File: config.mk
export PLATFORM = sky130hd
export DESIGN_NAME = disbus_master_flat
export DESIGN_NICKNAME = d
export VERILOG_FILES = /design/src/rtl/disbus_master_if.sv /design/src/rtl/disbus_master.sv /design/src/flat_wrapper.sv
export SDC_FILE = /design/constraint.sdc
export NUM_CORES = 1
export LEC_CHECK = 0
export BUFFER_PORTS_ARGS = -buffer_cell sky130_fd_sc_hd__buf_2
export CELL_PAD_IN_SITES_DETAIL_PLACEMENT = 1
export CELL_PAD_IN_SITES_GLOBAL_PLACEMENT = 2
export CORE_MARGIN = 1
export CORE_UTILIZATION = 37
export CTS_CLUSTER_DIAMETER = 40
export DETAILED_ROUTE_END_ITERATION = 8
export PLACE_DENSITY_LB_ADDON = 0.1
export SLEW_MARGIN = 20
export SYNTH_ARGS = -nofsm -noshare
export SYNTH_HDL_FRONTEND = slang
export SYNTH_SLANG_ARGS = --single-unit
File: constraint.sdc
create_clock -name clk -period 2.4 [get_ports clk]
set_input_delay 0.36 -clock clk [delete_from_list [all_inputs] [get_ports clk]]
set_output_delay 0.36 -clock clk [all_outputs]
set_load 0.02 [all_outputs]
File: src/rtl/disbus_master_if.sv
// disbus_master_if
//   Groups the byte-stream handshake, the two-wire bus lines and the
//   transaction status of disbus_master into one bundle.
//
//   s_data/s_valid/s_last/s_ready : byte stream into the initiator
//   scl/sda_out                   : bus lines driven by the initiator (1 = released)
//   sda_in                        : wired-AND data line as seen at the pin
//   busy/done/nack                : transaction status
//
//   master : the initiator's view (disbus_master)
//   slave  : the view of whatever feeds bytes in and models the bus
interface disbus_master_if;
    logic [7:0] s_data;
    logic       s_valid;
    logic       s_last;
    logic       s_ready;
    logic       scl;
    logic       sda_out;
    logic       sda_in;
    logic       busy;
    logic       done;
    logic       nack;

    modport master (
        input  s_data, s_valid, s_last, sda_in,
        output s_ready, scl, sda_out, busy, done, nack
    );

    modport slave (
        output s_data, s_valid, s_last, sda_in,
        input  s_ready, scl, sda_out, busy, done, nack
    );
endinterface

File: src/rtl/disbus_master.sv
// disbus_master
//   Write-only serial initiator for the two-wire display bus. Takes bytes
//   from a valid/ready stream and frames them as START, 8 data bits MSB
//   first plus an ACK clock per byte, then STOP.
//
//   Parameters
//     CLK_DIV : clk cycles per bus phase (half an SCL period), 2..65535
//
//   Ports
//     clk   : system clock
//     reset : asynchronous, active-high reset; releases both lines at once
//     bus   : disbus_master_if.master
//               s_data/s_valid/s_last in, s_ready out (combinational)
//               scl/sda_out out (registered), sda_in in
//               busy/done/nack out (registered); nack valid with done
module disbus_master #(
    parameter int unsigned CLK_DIV = 50
) (
    input  logic            clk,
    input  logic            reset,
    disbus_master_if.master bus
);

    typedef enum logic [3:0] {
        S_IDLE,
        S_START_A,
        S_START_B,
        S_BIT_LO,
        S_BIT_HI,
        S_ACK_LO,
        S_ACK_HI,
        S_WAIT,
        S_STOP_A,
        S_STOP_B,
        S_STOP_C,
        S_DRAIN
    } state_t;

    localparam logic [15:0] LAST_CNT = 16'(CLK_DIV - 1);

    state_t      state;
    logic [15:0] cnt;
    logic [7:0]  shift;
    logic [2:0]  bit_idx;
    logic        last;
    logic        nack_flag;
    logic        scl_q;
    logic        sda_q;
    logic        busy_q;
    logic        done_q;
    logic        nack_q;
    logic        phase_end;

    assign phase_end = (cnt == LAST_CNT);

    // Bytes are taken only where the bus is parked: idle, clock-stretched
    // between bytes, or discarding the rest of a NACKed transfer.
    assign bus.s_ready = (state == S_IDLE) || (state == S_WAIT) || (state == S_DRAIN);

    assign bus.scl     = scl_q;
    assign bus.sda_out = sda_q;
    assign bus.busy    = busy_q;
    assign bus.done    = done_q;
    assign bus.nack    = nack_q;

    // Line levels are registered together with the state, so each
    // transition sets the levels of the state being entered.
    always_ff @(posedge clk or posedge reset) begin
        if (reset) begin
            state     <= S_IDLE;
            cnt       <= '0;
            shift     <= '0;
            bit_idx   <= '0;
            last      <= 1'b0;
            nack_flag <= 1'b0;
            scl_q     <= 1'b1;
            sda_q     <= 1'b1;
            busy_q    <= 1'b0;
            done_q    <= 1'b0;
            nack_q    <= 1'b0;
        end else begin
            done_q <= 1'b0;
            case (state)
                S_IDLE: begin
                    if (bus.s_valid) begin
                        shift  <= bus.s_data;
                        last   <= bus.s_last;
                        cnt    <= '0;
                        state  <= S_START_A;
                        scl_q  <= 1'b1;
                        sda_q  <= 1'b0;      // START: SDA falls with SCL high
                        busy_q <= 1'b1;
                    end
                end

                // SCL held low for as long as the next byte is late.
                S_WAIT: begin
                    if (bus.s_valid) begin
                        shift   <= bus.s_data;
                        last    <= bus.s_last;
                        bit_idx <= 3'd7;
                        cnt     <= '0;
                        state   <= S_BIT_LO;
                        scl_q   <= 1'b0;
                        sda_q   <= bus.s_data[7];
                    end
                end

                // Bus already stopped; swallow bytes up to the end of the
                // transfer so the upstream stream stays in step.
                S_DRAIN: begin
                    if (bus.s_valid && bus.s_last) begin
                        state     <= S_IDLE;
                        done_q    <= 1'b1;
                        nack_q    <= 1'b1;
                        nack_flag <= 1'b0;
                        busy_q    <= 1'b0;
                        scl_q     <= 1'b1;
                        sda_q     <= 1'b1;
                    end
                end

                // Every remaining state lasts exactly one timed phase.
                default: begin
                    if (!phase_end) begin
                        cnt <= cnt + 16'd1;
                    end else begin
                        cnt <= '0;
                        case (state)
                            S_START_A: begin
                                state <= S_START_B;
                                scl_q <= 1'b0;
                                sda_q <= 1'b0;
                            end
                            S_START_B: begin
                                state   <= S_BIT_LO;
                                bit_idx <= 3'd7;
                                scl_q   <= 1'b0;
                                sda_q   <= shift[7];
                            end
                            S_BIT_LO: begin
                                state <= S_BIT_HI;
                                scl_q <= 1'b1;
                                sda_q <= shift[7];
                            end
                            S_BIT_HI: begin
                                scl_q <= 1'b0;
                                if (bit_idx == 3'd0) begin
                                    state <= S_ACK_LO;
                                    sda_q <= 1'b1;   // release for responder ACK
                                end else begin
                                    shift   <= {shift[6:0], 1'b0};
                                    bit_idx <= bit_idx - 3'd1;
                                    state   <= S_BIT_LO;
                                    sda_q   <= shift[6];
                                end
                            end
                            S_ACK_LO: begin
                                state <= S_ACK_HI;
                                scl_q <= 1'b1;
                                sda_q <= 1'b1;
                            end
                            // ACK sampled on the last cycle of the high phase,
                            // when the responder has had the longest to settle.
                            S_ACK_HI: begin
                                scl_q <= 1'b0;
                                if (bus.sda_in) begin
                                    nack_flag <= 1'b1;
                                    state     <= S_STOP_A;
                                    sda_q     <= 1'b0;
                                end else if (last) begin
                                    state <= S_STOP_A;
                                    sda_q <= 1'b0;
                                end else begin
                                    state <= S_WAIT;
                                    sda_q <= 1'b1;
                                end
                            end
                            S_STOP_A: begin
                                state <= S_STOP_B;
                                scl_q <= 1'b1;
                                sda_q <= 1'b0;
                            end
                            S_STOP_B: begin
                                state <= S_STOP_C;
                                scl_q <= 1'b1;
                                sda_q <= 1'b1;       // STOP: SDA rises with SCL high
                            end
                            S_STOP_C: begin
                                scl_q <= 1'b1;
                                sda_q <= 1'b1;
                                // A NACK always stops immediately, so `last`
                                // still belongs to the NACKed byte here.
                                if (nack_flag && !last) begin
                                    state <= S_DRAIN;
                                end else begin
                                    state     <= S_IDLE;
                                    done_q    <= 1'b1;
                                    nack_q    <= nack_flag;
                                    nack_flag <= 1'b0;
                                    busy_q    <= 1'b0;
                                end
                            end
                            default: begin
                                state  <= S_IDLE;
                                scl_q  <= 1'b1;
                                sda_q  <= 1'b1;
                                busy_q <= 1'b0;
                            end
                        endcase
                    end
                end
            endcase
        end
    end

endmodule

File: src/flat_wrapper.sv
// flat-port wrapper written by rule: the top's interface ports become plain ports
module disbus_master_flat 
#(
    parameter int unsigned CLK_DIV = 50
)
  (clk, reset, bus_s_data, bus_s_valid, bus_s_last, bus_sda_in, bus_s_ready, bus_scl, bus_sda_out, bus_busy, bus_done, bus_nack);
  disbus_master_if bus_i ();
  input  logic clk;
  input  logic reset;
  input wire logic [$bits(bus_i.s_data)-1:0] bus_s_data;
  input wire logic [$bits(bus_i.s_valid)-1:0] bus_s_valid;
  input wire logic [$bits(bus_i.s_last)-1:0] bus_s_last;
  input wire logic [$bits(bus_i.sda_in)-1:0] bus_sda_in;
  output wire logic [$bits(bus_i.s_ready)-1:0] bus_s_ready;
  output wire logic [$bits(bus_i.scl)-1:0] bus_scl;
  output wire logic [$bits(bus_i.sda_out)-1:0] bus_sda_out;
  output wire logic [$bits(bus_i.busy)-1:0] bus_busy;
  output wire logic [$bits(bus_i.done)-1:0] bus_done;
  output wire logic [$bits(bus_i.nack)-1:0] bus_nack;
  assign bus_i.s_data = bus_s_data;
  assign bus_i.s_valid = bus_s_valid;
  assign bus_i.s_last = bus_s_last;
  assign bus_i.sda_in = bus_sda_in;
  assign bus_s_ready = bus_i.s_ready;
  assign bus_scl = bus_i.scl;
  assign bus_sda_out = bus_i.sda_out;
  assign bus_busy = bus_i.busy;
  assign bus_done = bus_i.done;
  assign bus_nack = bus_i.nack;
  disbus_master #(.CLK_DIV(CLK_DIV)) u_core (.clk(clk), .reset(reset), .bus(bus_i));
endmodule
* Yosys cells after proc, flatten, opt, wreduce, memory -nomap -nowiden
Cells that the tools add are included.
** Storage, ports and cells
- Memory bits (read-only) :: 0
- Bits in writable memories :: 0
- Register bits after elaboration :: 38
- Bits in latches :: 0
- Output and inout port bits :: 6
- Memories :: 0
** Operators by class
- Add/sub/neg operators :: 2
- Shift operators :: 0
- Mux-type cells :: 54
- $mul :: 0
- Divide/modulo/power cells :: 0
- Bitwise gates (word level) :: 4
- Reduce and logical (&&, ||, !) cells :: 30
- Order comparisons :: 0
- Equal/unequal tests :: 23
** Operator list (number)
- $pmux 4 s9 :: 1
- $mux 16 :: 2
- $mux 8 :: 4
- $pmux 16 s2 :: 1
- $mux 4 :: 7
- $mux 1 :: 22
- $add 16x1->16 const B :: 1
- $eq 16x6->1 const B :: 1
- $eq 4x3->1 const B :: 4
- $eq 4x4->1 const B :: 4
- $pmux 8 s2 :: 1
- $reduce_and 5->1 :: 3
- $mux 3 :: 4
- $pmux 3 s2 :: 2
- $pmux 4 s3 :: 1
- $reduce_and 6->1 :: 2
- $pmux 1 s2 :: 5
- $reduce_bool 2->1 :: 5
- $ne 3x2->1 const B :: 3
- $pmux 1 s3 :: 3
- $reduce_bool 3->1 :: 3
- $eq 4x2->1 const B :: 2
- $ne 2x2->1 const B :: 4
- $reduce_or 2->1 :: 4
- other kinds (17) :: 24

* Depth between registers and ports, before layout
- Depth in word-level cells :: 6
- Depth in mapped cells :: 10
- Depth with buffers taken out :: 7

* Worst setup path before layout
OpenSTA, ideal clock, no wires.
- Kind :: reg2reg
- From :: reg u_core.cnt[0]
- To :: reg u_core.cnt[15]
- Arrival time :: 1.874 ns
- Buffers on the path :: 3
- Path slack :: 0.443 ns
- Data required time :: 2.317 ns
- Stages on the path, launching flop included :: 10
- Clock period less this slack :: 1.957 ns
- Cell sequence :: dfrtp_1 -> ha_1 -> nor4b_1 -> and4_1 -> clkbuf_2 -> or2_1 -> buf_6 -> buf_6 -> or3_1 -> o21ai_0
** Between the ends
- Longest elaborated chain between the ends :: 3
- Elaborated cells between the ends (all ways) :: 4
- Those cells by class :: 1 x add/sub; 1 x eq/ne; 2 x mux
** RTL lines
- start, declared :: RTL line disbus_master.sv:42 : logic [15:0] cnt;
- start signal, assigned :: RTL line disbus_master.sv:126 : cnt <= cnt + 16'd1;
- $add 16x1->16 or $eq 16x6->1 (tied branches) :: RTL line disbus_master.sv:126, disbus_master.sv:54
- $mux 16 (*) :: RTL line disbus_master.sv:125 : if (!phase_end) begin
- $pmux 16 s2 (*) :: RTL line disbus_master.sv:83 : case (state)
Every way passes the cells marked *; elsewhere a longest branch is shown, timed or not.
A chain may end at the register's enable or synchronous reset.

* Worst setup path in the final report
- From :: reg u_core.cnt[0]
- To :: reg u_core.shift[4]
** Between the ends
- Longest elaborated chain between the ends :: 3
** RTL lines
- $eq 16x6->1 :: RTL line disbus_master.sv:54 : assign phase_end = (cnt == LAST_CNT);
- $reduce_bool 2->1 (no source line)
- $reduce_and 5->1 (no source line)
- end signal, assigned :: RTL line disbus_master.sv:86 : shift <= bus.s_data;
- end signal, assigned :: RTL line disbus_master.sv:99 : shift <= bus.s_data;
- end signal, assigned :: RTL line disbus_master.sv:152 : shift <= {shift[6:0], 1'b0};
- end, declared :: RTL line disbus_master.sv:43 : logic [7:0] shift;
No other way between the ends.

==> flow_summary.ini <==
[routing]
drt-initial-drc-count = 67
viasPerCell = 5.644
routedWlPerCell_um = 17.20
wl_um = 6329
vias = 2077
drc_errors = 0
antenna_left = 0
first_pass_iters = 4

[pwr]
ir_worst_vdd_v = 0.0005046
power.density_mw_per_mm2 = 1302
p_leak_nw = 1.218

[sta]
setup_ws_ps = 261.4
timing.slew.headroom = 0.5909
rsz0062_at_grt = false
fin_crit_ps = 2139
slew_viol_final = 0
setup_viol = 0
setup_tns_ps = 0
hold_viol = 0
tightestPinTransition_ps = 611.5
skew_ps = 8.936
fin_crit_sh = 0.8911
timing.fmax_ghz = 0.4676

[cts]
numCtsBuffers = 5
ctsResizeCount = 0
postCtsHoldBufs = 0
path_clk_slew_ps = 80
cts_setup_buffers = 0
h-tree-depth = 2
cts_tree = built
cts.sinks = 38
clock_path_buffers = 2
clock_latency_ps = 290
cts-root-buf = clkbuf_8

[place]
numPortBuffers = 18
place_congestion = 0.7845
place_inst = 360
dp_hpwl_um = 4584
dp_slack_ps = 251.2

[setup_path]
r2r_start = u_core.cnt[0]
worstSetupStartpointType = register
path_class = reg2reg
r2r_slack_ps = 260
worst_ep_arrival_time_ps = 2310
required_ps = 2570
crit_path_end = u_core.shift[4]
rr_worst_depth = 6
critPathMaxFanout = 8
critPathLaunch = u_core.cnt[0]
critPathCaptureType = register
r2r-end = u_core.shift[4]

[flow_run]
maxCapViolCount = 0

[floorplan]
die_h_um = 82.43
ios = 19
dieArea_mm2 = 0.006795
row_count = 28
core_mm2 = 0.006096
start_util = 0.3927
fp.dieW_um = 82.43

[grt]
grt_start_max_net_pins = 39
grtUsageMet1 = 0.2965
overflow = 0
antenna_found_initial = 0
top_usage_layer = met2
met2_usage = 0.3339
first_global_vias = 2150
track_usage = 0.2101
grt_pass1_wl_um = 10710
use_met3 = 0.02967

[yosys]
synth_top_area_cell = dfrtp_1
async_reset_ff_frac = 1.000
yosysUniqueCellTypes = 61
synth_top_cell_area_share = 0.3764
synth-edff-count = 0
ys_seq_elements = 38
ys_seq_area_frac = 0.3983
syn_nets = 287
synth_area_leaders = dfrtp_1 38%, nand2_1 5.0%, mux2_2 4.2%
synth_ff_type = dfrtp_1
synth_warnings = 0
synthCells = 270
syn_avg_cell_area_um2 = 8.865
syn-cell-area_mm2 = 0.002394

[layout]
final_cell_mix = 36 x dfrtp_1, 32 x nand2_1, 18 x o21ai_0, 18 x buf_2, 16 x nor2_1
areaGrowthSynthToFinish_pct = 12.28
layoutNonFillerInstCount = 368
drive_above_1_share = 0.2048
nets = 309
final_common_cell = dfrtp_1
diodes = 0

[outcome]
status = finished, final reports clean

[min_path]
hold_path_class = in2async
routing by layer:
metal	wire length, µm	vias to the layer above
met2	2818	27
met5	0	-
met3	126	5
met4	58	0
li1	-	1013
met1	3326	1032
sequential cells by signal, summed over array words and instances, names as in the netlist:
register	flops
u_core.bus.scl	1
u_core.bus.done	1
u_core.bit_idx	3
u_core.nack_flag	1
u_core.last	1
u_core.bus.busy	1
u_core.shift	8
u_core.bus.nack	1
u_core.cnt	16
u_core.state	4
u_core.bus.sda_out	1
worst min-delay path by stage:
stage                     depth (start not counted)  slack [ps]            endpoint               start
after global routing                              3         240       u_core.cnt[4]               reset
after global placement                            2         470  u_core.bus.sda_out  u_core.bus.sda_out
final                                             3         170       u_core.cnt[2]               reset
after detailed placement                          2         480  u_core.bus.sda_out  u_core.bus.sda_out
after floorplan                                   1         460     u_core.shift[5]     u_core.shift[5]
after CTS                                         3         210       u_core.cnt[2]               reset
power breakdown:
part           internal [mW]  total [mW]  switching, mW  leakage, nW
Combinational          0.794        1.89           1.09        0.690
Sequential             0.854        1.05          0.200        0.475
Clock                  0.312       0.557          0.245       0.0524
worst max-delay path, stage by stage, from the launching register on:
cell and delay (ps):
dfrtp_1 440, ha_1 210, nor4b_1 130, and4_1 280
and3_1 190, o21ai_2 370, mux2_2 400
cells by family (layout without fill, tap and decap cells):
family	Yosys count	count (layout)	synth area share
AO/OA/AOI/OAI	66	66	0.1804
XOR/XNOR	5	5	0.01830
adder cells (fa/ha/maj)	4	4	0.02091
buffers and inverters	29	52	0.05802
flip-flops	38	38	0.3983
multiplexers	14	14	0.06586
AND/OR/NAND/NOR	114	114	0.2582
through the flow:
| step | instance area (µm²) | total power, mW | utilization | hold WS (ps) |
|---|---|---|---|---|
| 3_3_place_gp | 2581 | 2.939 | 0.4234 | 473.6 |
| 2_1_floorplan | 2394 | 2.483 | - | 464.1 |
| 4_1_cts | 2688 | 3.531 | 0.4409 | 208.2 |
| 3_5_place_dp | 2581 | 2.959 | 0.4234 | 475.7 |
| 5_1_grt | 2688 | 3.797 | 0.4409 | 240.3 |
| 6_report | 2688 | 3.499 | 0.4409 | 174.8 |
cells in the mapped netlist (4+ instances only):
cell type,instances
dfrtp_1,36
nand2_1,32
o21ai_0,18
nor2_1,16
a21oi_1,14
inv_1,14
nand3_1,11
mux2_2,9
nor3_1,8
or3_1,7
a21o_1,5
buf_2,5
clkbuf_1,5
nand2b_1,5
nor3b_1,5
ha_1,4
nor4_1,4
cell type report:
type,instances,area [µm²]
flip-flops and latches,38,953.4
repair buffers,30,180.2
fillers,733,3408
multi-input cells,203,1301
inverters,14,52.55
well taps,75,93.84
clock inverters,1,30.03
clock buffers,7,76.32
Note: power is estimated with default switching activity, not from simulation.
